===== src/rtl/lcd_800_480_timing.sv =====
`timescale 1ns / 1ps
// Video timing generator for the 800x480 parallel RGB LCD: holds the panel idle until
// PLL lock has settled, then produces registered, mutually aligned sync/enable/coordinates.
module lcd_800_480_timing #(
    parameter int H_ACTIVE        = 800,
    parameter int H_FRONT         = 40,
    parameter int H_SYNC          = 48,
    parameter int H_BACK          = 40,
    parameter int V_ACTIVE        = 480,
    parameter int V_FRONT         = 13,
    parameter int V_SYNC          = 3,
    parameter int V_BACK          = 29,
    parameter int SYNC_ACTIVE_LOW = 1,
    parameter int LOCK_SETTLE     = 1024,
    parameter int X_WIDTH         = 10,
    parameter int Y_WIDTH         = 10
) (
    input  logic               clk,
    input  logic               rst,
    input  logic               pll_lock,
    output logic               hsync,
    output logic               vsync,
    output logic               display_on,
    output logic [X_WIDTH-1:0] x,
    output logic [Y_WIDTH-1:0] y,
    output logic               frame_start,
    output logic               running
);
    localparam int H_TOTAL = H_ACTIVE + H_FRONT + H_SYNC + H_BACK;
    localparam int V_TOTAL = V_ACTIVE + V_FRONT + V_SYNC + V_BACK;
    localparam int CNT_W   = $clog2(LOCK_SETTLE + 1);

    localparam logic [X_WIDTH-1:0] H_LAST   = X_WIDTH'(H_TOTAL - 1);
    localparam logic [X_WIDTH-1:0] H_DE_END = X_WIDTH'(H_ACTIVE);
    localparam logic [X_WIDTH-1:0] HS_BEGIN = X_WIDTH'(H_ACTIVE + H_FRONT);
    localparam logic [X_WIDTH-1:0] HS_END   = X_WIDTH'(H_ACTIVE + H_FRONT + H_SYNC);
    localparam logic [Y_WIDTH-1:0] V_LAST   = Y_WIDTH'(V_TOTAL - 1);
    localparam logic [Y_WIDTH-1:0] V_DE_END = Y_WIDTH'(V_ACTIVE);
    localparam logic [Y_WIDTH-1:0] VS_BEGIN = Y_WIDTH'(V_ACTIVE + V_FRONT);
    localparam logic [Y_WIDTH-1:0] VS_END   = Y_WIDTH'(V_ACTIVE + V_FRONT + V_SYNC);

    localparam logic               SYNC_IDLE   = (SYNC_ACTIVE_LOW != 0);
    localparam logic [CNT_W-1:0]   SETTLE_LAST = CNT_W'(LOCK_SETTLE - 1);

    typedef enum logic [1:0] {
        WAIT_LOCK,
        SETTLE,
        RUN
    } state_t;

    logic               sync1_q, lock_s_q;
    state_t             state_q, state_d;
    logic [CNT_W-1:0]   settle_q, settle_d;
    logic [X_WIDTH-1:0] x_q, x_d;
    logic [Y_WIDTH-1:0] y_q, y_d;
    logic               hsync_q, hsync_d;
    logic               vsync_q, vsync_d;
    logic               display_on_q, display_on_d;
    logic               frame_start_q, frame_start_d;
    logic               running_q, running_d;

    always_comb begin
        // NOTE: every signal gets a default first so no path through the case infers a latch.
        state_d   = state_q;
        settle_d  = settle_q;
        x_d       = '0;
        y_d       = '0;
        running_d = 1'b0;

        case (state_q)
            WAIT_LOCK: begin
                settle_d = '0;
                if (lock_s_q) state_d = SETTLE;
            end
            SETTLE: begin
                if (!lock_s_q) begin
                    state_d  = WAIT_LOCK;
                    settle_d = '0;
                end else if (settle_q == SETTLE_LAST) begin
                    state_d   = RUN;
                    settle_d  = '0;
                    running_d = 1'b1;
                end else begin
                    settle_d = settle_q + 1'b1;
                end
            end
            RUN: begin
                if (!lock_s_q) begin
                    state_d = WAIT_LOCK;
                end else begin
                    running_d = 1'b1;
                    if (x_q == H_LAST) begin
                        y_d = (y_q == V_LAST) ? '0 : y_q + 1'b1;
                    end else begin
                        x_d = x_q + 1'b1;
                        y_d = y_q;
                    end
                end
            end
            default: state_d = WAIT_LOCK;
        endcase

        // Decode from the next coordinates so every registered output describes the same pixel.
        display_on_d  = running_d && (x_d < H_DE_END) && (y_d < V_DE_END);
        hsync_d       = (running_d && (x_d >= HS_BEGIN) && (x_d < HS_END)) ? ~SYNC_IDLE : SYNC_IDLE;
        vsync_d       = (running_d && (y_d >= VS_BEGIN) && (y_d < VS_END)) ? ~SYNC_IDLE : SYNC_IDLE;
        frame_start_d = running_d && (x_d == '0) && (y_d == '0);
    end

    // NOTE: sequential state uses non-blocking assignments so all flops update from pre-edge values.
    always_ff @(posedge clk or posedge rst) begin
        if (rst) begin
            sync1_q       <= 1'b0;
            lock_s_q      <= 1'b0;
            state_q       <= WAIT_LOCK;
            settle_q      <= '0;
            x_q           <= '0;
            y_q           <= '0;
            hsync_q       <= SYNC_IDLE;
            vsync_q       <= SYNC_IDLE;
            display_on_q  <= 1'b0;
            frame_start_q <= 1'b0;
            running_q     <= 1'b0;
        end else begin
            sync1_q       <= pll_lock;
            lock_s_q      <= sync1_q;
            state_q       <= state_d;
            settle_q      <= settle_d;
            x_q           <= x_d;
            y_q           <= y_d;
            hsync_q       <= hsync_d;
            vsync_q       <= vsync_d;
            display_on_q  <= display_on_d;
            frame_start_q <= frame_start_d;
            running_q     <= running_d;
        end
    end

    assign hsync       = hsync_q;
    assign vsync       = vsync_q;
    assign display_on  = display_on_q;
    assign x           = x_q;
    assign y           = y_q;
    assign frame_start = frame_start_q;
    assign running     = running_q;

endmodule


===== config.mk =====
export PLATFORM = sky130hd
export DESIGN_NAME = lcd_800_480_timing
export DESIGN_NICKNAME = d
export VERILOG_FILES = /design/src/rtl/lcd_800_480_timing.sv
export SDC_FILE = /design/constraint.sdc
export NUM_CORES = 1
export LEC_CHECK = 0
export ABC_AREA = 1
export BUFFER_PORTS_ARGS = -buffer_cell sky130_fd_sc_hd__buf_2
export CORE_MARGIN = 1
export CORE_UTILIZATION = 30
export DETAILED_ROUTE_END_ITERATION = 10
export GPL_TIMING_DRIVEN = 0
export PLACE_DENSITY = 0.55
export SLEW_MARGIN = 0
export SYNTH_ARGS = -nofsm -noshare
export SYNTH_HDL_FRONTEND = slang
export SYNTH_SLANG_ARGS = --single-unit

===== constraint.sdc =====
create_clock -name clk -period 1.8 [get_ports clk]
set_clock_uncertainty 0.15 [all_clocks]
set_input_delay 0.54 -clock clk [delete_from_list [all_inputs] [get_ports clk]]
set_output_delay 0.54 -clock clk [all_outputs]
set_load 0.02 [all_outputs]

==> reports/metrics.csv, run 1 <==
metric,value,unit
prevailing post-synth register cell,dfrtp_1,
"Core Util, Final",43.2,%
initial antenna violation count,0,
wire length per cell,12.8,microns
final hold vios,0,
placed cells,437,
Num CTS Buffers,5,
die width,91.1,microns
critical path launch point,x[1]$_DFF_PP0_,
Worst EP arrival,1960,ps
die area,0.00831,sq mm
final-report max-slew violation count,0,
CTS root buffer,clkbuf_8,
Pwr Density,703,mW/mm^2
Num Clock Sinks,40,
sequential share of the synthesized area,42.1,%
Ys Warns,0,
HP Class,primary input to flip-flop,
unrepaired setup endpoints after global routing,yes,
worst skew pair latency,300,ps
Synth top area share,39.9,%
largest net degree at the start of global routing,41,
Leak,0.00174,uW
Pint,1520,uW
fmax,519,MHz
Logic pwr share,30.8,%
cell row count,32,
Reg2Reg Launch Point,x[1]$_DFF_PP0_,
"Setup violations, final",4,
WS Path Type,flip-flop to flip-flop,
Mapped Cells,308,
Place WS,-254,ps
Synth Cell Area,0.00238,sq mm
vias in the first global route,2189,
post-detailed-route count of antenna-violating nets,0,
All-Layer GR Usage,15.6,%
outcome,"finished, violations left",
Final Instance Count excl. Fillers,481,
ys async rst share,100,%
Starting Density,31.0,%
CP max FO,3,
Post-synth EDFFs,0,
vias per cell,4.66,
clk slew on worst S/H paths,90,ps
Tightest Pin Transition,873,ps
endpoint type of the worst setup path,flip-flop,
Die Span Y,91.1,microns
failing checks,negative setup slack,
ANT cells,0,
H-tree depth reported by CTS,2,
TritonCTS clock tree,built,
Yosys cell types,33,
grt total ovfl,0,
CP startpoint kind,flip-flop,
maximum VDD drop,0.395,mV
first drt pass iteration count,4,
syn avg cell area,7.74,sq um
"commonest non-fill, non-tap cell in the layout",nand2_1,
clock group share of total power,26.5,%
area delta synth->final,39.2,%
Final Worst Setup Slack,-125,ps
IO Port Bufs,27,
Max Buffers Root-to-Sink,2,
worst hold path startpoint,pll_lock,
vias post-DR,2242,
nets@finish,388,
"Req. time, crit path",1830,ps
1st-iter DRT viols,89,
max_cap viols,0,
Overall Power,2330,uW
DRC viols,0,
slew margin rel.,41.7,%
"area leader, netlist",dfrtp_1,
CTS Hold Bufs,0,
Core ar.,0.00769,sq mm
Ports,28,
Flop pwr share,42.6,%
synth top area cells,"dfrtp_1 40%, nand2_1 11%, inv_1 8.8%, nand3_1 5.9%, nor2_1 5.8%",
"commonest cells after routing, fill and taps aside","57 x nand2_1, 49 x inv_1, 31 x buf_4, 29 x nor2_1, 28 x dfrtp_1",
Final Cycle Share,107,%
Switch Pwr,811,uW
layout cells sized above 1,41.4,%
Final min period,1930,ps
final estimated routing congestion in global placement,0.793,
syn_nets,318,
switching portion of total power,34.7,%
dpl hpwl,4.05,mm
Seq cells post-synth,40,
first-pass GRT wire length,10.4,mm
WL final,6.16,mm
-- final timing paths --
path | end | slack [ps] | depth (start not counted)
min in group asynchronous | x[0]$_DFF_PP0_ | 260 | 2
max in group asynchronous | settle_q[3]$_DFFE_PP0P_ | 630 | 2
worst max register to register | display_on$_DFF_PP0_ | -130 | 11
worst min register to register | lock_s_q$_DFF_PP0_ | 200 | 0
worst max-delay path | display_on$_DFF_PP0_ | -130 | 11
worst min-delay path | sync1_q$_DFF_PP0_ | 200 | 1
-- kinds of logic (layout without fill, tap and decap cells) --
| kind of cell | Yosys count | count (layout) | share of synthesized area (%) |
|---|---|---|---|
| buffers and inverters | 58 | 128 | 9.13 |
| XOR/XNOR | 3 | 3 | 1.10 |
| flip-flops | 40 | 40 | 42.1 |
| adder cells (fa/ha/maj) | 7 | 7 | 3.67 |
| AND/OR/NAND/NOR | 174 | 175 | 37.1 |
| AO/OA/AOI/OAI | 26 | 26 | 6.88 |
-- worst max-delay path, stage by stage (launching register included) --
cell and delay (ps):
dfrtp_2 400, ha_4 170, nand2_4 50, nor2_4 140, buf_6 130, nand2_2 50
nand2_2 60, nand4_1 150, nor3_2 240, o21ai_1 110, nand2_1 90, nor2_2 50
-- Yosys cell counts, types with 3 or more instances --
cell / number
a21oi_1: 6
nand2_4: 3
nand3_1: 28
o21ai_0: 8
nand2_2: 5
dfrtp_1: 38
ha_1: 7
nor3_1: 4
inv_1: 56
nor2_2: 4
nor2_1: 37
nand4_1: 10
nor2_8: 3
nand2_1: 68
nand3_2: 7
-- layer usage --
layer / vias to the layer above / track usage [%] / wire (microns)
met3: 15 / 2.93 / 208
met1: 1070 / 20.6 / 2750
met5: - / 0 / 0
met2: 41 / 26.0 / 3090
li1: 1116 / - / -
met4: 0 / 4.50 / 102
-- registers in the layout, summed over array words and instances, names as in the netlist --
signal / flops
y: 10
vsync: 1
settle_q: 11
state_q: 2
sync1_q: 1
x: 10
lock_s_q: 1
display_on: 1
running: 1
hsync: 1
frame_start: 1
-- what timing repair did --
item / CTS / global route
cloned: 1 / 0
gates resized for setup: 32 / 49
endpoints found under the setup margin: 11 / 15
pin swaps: 13 / 23
buffers inserted: 27 / 9
-- stage by stage --
step	instance area, sq um	hold slack (ps)	TNS (ps)
2_1_floorplan	2400	181	0
3_3_place_gp	2670	185	-18680
3_5_place_dp	2670	185	-1330
4_1_cts	3090	194	-344
5_1_grt	3320	195	-1080
6_report	3320	199	-362
-- cell type report --
cell class / instances / area (sq um)
fillers: 783 / 4370
multi-input cells: 211 / 1450
flip-flops and latches: 40 / 1020
repair buffers: 62 / 419
inverters: 58 / 220
well taps: 102 / 128
clock buffers: 6 / 72.6
clock inverters: 2 / 12.5
-- power groups by stage --
stage | Combinational, uW | Clock, uW | Sequential (uW)
5_1_grt | 792 | 665 | 1010
4_1_cts | 535 | 629 | 994
2_1_floorplan | 318 | 0 | 1030
3_3_place_gp | 430 | 0 | 1020
6_report | 720 | 619 | 994
3_5_place_dp | 442 | 0 | 1020
Note: power is estimated with default switching activity, not from simulation.
==> run 2, diff against run 1 <==
--- a/config.mk
+++ b/config.mk
@@ -12,6 +12,7 @@
 export DETAILED_ROUTE_END_ITERATION = 10
 export GPL_TIMING_DRIVEN = 0
 export PLACE_DENSITY = 0.55
+export SETUP_SLACK_MARGIN = 0.1
 export SLEW_MARGIN = 0
 export SYNTH_ARGS = -nofsm -noshare
 export SYNTH_HDL_FRONTEND = slang
==> run 2 against run 1 <==
- the flow still finishes with violations (negative setup slack)
- clock power shrank 5.2%
- via count grew 0.62%
- total power grew 4.1%
- non-clock buffer count grew 1
- maximum frequency grew 1.9%
- worst setup slack gained 36 ps
- flip-flop and latch count is the same
- critical path depth shrank 2
- combinational power grew 17%
- critical path type unchanged
- critical endpoint is now frame_start$_DFF_PP0_
- largest power group unchanged
==> reports/metrics.csv, run 2 (synthesized netlist as in run 1, its figures left out) <==
metric,value,unit
switching portion of total power,33.5,%
All-Layer GR Usage,14.8,%
die width,91.1,microns
post-detailed-route count of antenna-violating nets,0,
failing checks,negative setup slack,
H-tree depth reported by CTS,2,
Final Instance Count excl. Fillers,482,
Final Cell Area,0.00348,sq mm
maximum VDD drop,0.436,mV
vias per cell,4.68,
CTS Hold Bufs,0,
DP Area,0.00270,sq mm
Num Clock Sinks,40,
cell row count,32,
Largest register FFs,11,
endpoint type of the worst setup path,flip-flop,
first-pass GRT wire length,9.93,mm
FF-to-FF setup slack,-90,ps
HP Class,primary input to async pin,
IO Port Bufs,27,
Flop pwr share,41.1,%
most flop-heavy register,settle_q,
CTS root buffer,clkbuf_8,
CP startpoint kind,flip-flop,
fmax,529,MHz
vias in the first global route,2167,
outcome,"finished, violations left",
placed cells,438,
CP max stage delay,390,ps
Final min period,1890,ps
setup TNS,-252,ps
Logic pwr share,34.7,%
Pwr Density,697,mW/mm^2
"commonest cells after routing, fill and taps aside","52 x nand2_1, 47 x inv_1, 32 x buf_4, 27 x nor2_1, 25 x dfrtp_1",
TritonCTS clock tree,built,
ANT cells,0,
slew margin rel.,78.9,%
Final Worst Setup Slack,-88.9,ps
slowest CP cell,dfrtp_2,
worst skew pair latency,290,ps
Ports,28,
Switch Pwr,814,uW
CP cell instances,buf_4 -> nand2_1 -> nor2_1 -> nand3_1 -> nor2_1 -> nor2_1 -> nor2_2 -> nand3_1 -> nor2_1,
Layout fillers,739,
final hold vios,0,
final estimated routing congestion in global placement,0.808,
nets@finish,389,
clock group share of total power,24.2,%
"commonest non-fill, non-tap cell in the layout",nand2_1,
CP max FO,3,
clk slew on worst S/H paths,80,ps
final-report max-slew violation count,0,
"Req. time, crit path",1860,ps
Leak,0.00179,uW
first drt pass iteration count,4,
Overall Power,2430,uW
Die Span Y,91.1,microns
largest net degree at the start of global routing,41,
wire length per cell,12.6,microns
Starting Density,31.0,%
max_cap viols,0,
vias post-DR,2256,
Max Buffers Root-to-Sink,2,
dpl hpwl,3.99,mm
layout cells sized above 1,46.1,%
Tightest Pin Transition,314,ps
WL final,6.07,mm
grt total ovfl,0,
die area,0.00831,sq mm
DRC viols,0,
Core ar.,0.00769,sq mm
WS Path Type,flip-flop to flip-flop,
Crit path top cell by count,nor2_1,
Pint,1610,uW
"Setup violations, final",4,
1st-iter DRT viols,119,
Num CTS Buffers,5,
Final Cycle Share,105,%
"Core Util, Final",45.3,%
initial antenna violation count,0,
unrepaired setup endpoints after global routing,yes,
Worst EP arrival,1950,ps
area delta synth->final,46.1,%
[run 2: cell types whose count changed in the layout (fill, tap and decap cells not counted), sizes merged]
cell      previous run  this run
buf                 62        63
clkbuf               6         7
clkinvlp             1         0
[run 2: power by group through the flow]
stage               clock network (uW)  logic, uW  registers, uW
floorplan                            0        318           1030
global placement                     0        428           1020
detailed placement                   0        443           1020
CTS                                613        623            996
global route                       651        933           1010
finish                             587        843            998
[run 2: area by class of cell]
type | instances | area [sq um] | area share [%]
multi-input cells | 211 | 1550 | 44.6
flip-flops and latches | 40 | 1020 | 29.3
repair buffers | 63 | 479 | 13.8
inverters | 58 | 220 | 6.32
well taps | 102 | 128 | 3.67
clock buffers | 7 | 76.3 | 2.19
clock inverters | 1 | 5.00 | 0.144
[run 2: worst max-delay path: cells and delay by family, from the launching register on]
family	cells	cell delay, ps
flip-flops	1	390
AND/OR/NAND/NOR	8	1160
buffers and inverters	1	120
[run 2: metal layers]
metal  vias to the layer above  GRT usage, %  share of wire [%]
li1                       1129             -                  -
met1                      1088          18.8                 45
met2                        33          25.5                 51
met3                         6          2.76                2.7
met4                         0          4.76                1.3
met5                         -             0                  0
[run 2: timing repair]
action,in CTS,in global routing
pin swaps,18,41
gates cloned,1,0
gates resized for setup,45,74
setup endpoints to repair,19,30
hold endpoints to repair,0,0
buffers inserted,21,15
[run 2: per-stage QoR]
| step | worst slack (ps) | hold slack, ps |
|---|---|---|
| after floorplan | 27.6 | 181 |
| after global placement | -606 | 186 |
| after detailed placement | -248 | 185 |
| after CTS | -84.3 | 122 |
| after global routing | -197 | 124 |
| final | -88.9 | 106 |
[run 2: path summary, 6_finish.rpt]
check	from	endpoint	cells past startpoint
max in group asynchronous	rst	vsync$_DFF_PP1_	3
min	rst	x[0]$_DFF_PP0_	3
min in group clk	sync1_q$_DFF_PP0_	lock_s_q$_DFF_PP0_	0
min reg2reg	sync1_q$_DFF_PP0_	lock_s_q$_DFF_PP0_	0
max	x[1]$_DFF_PP0_	frame_start$_DFF_PP0_	9
max reg2reg	x[1]$_DFF_PP0_	frame_start$_DFF_PP0_	9
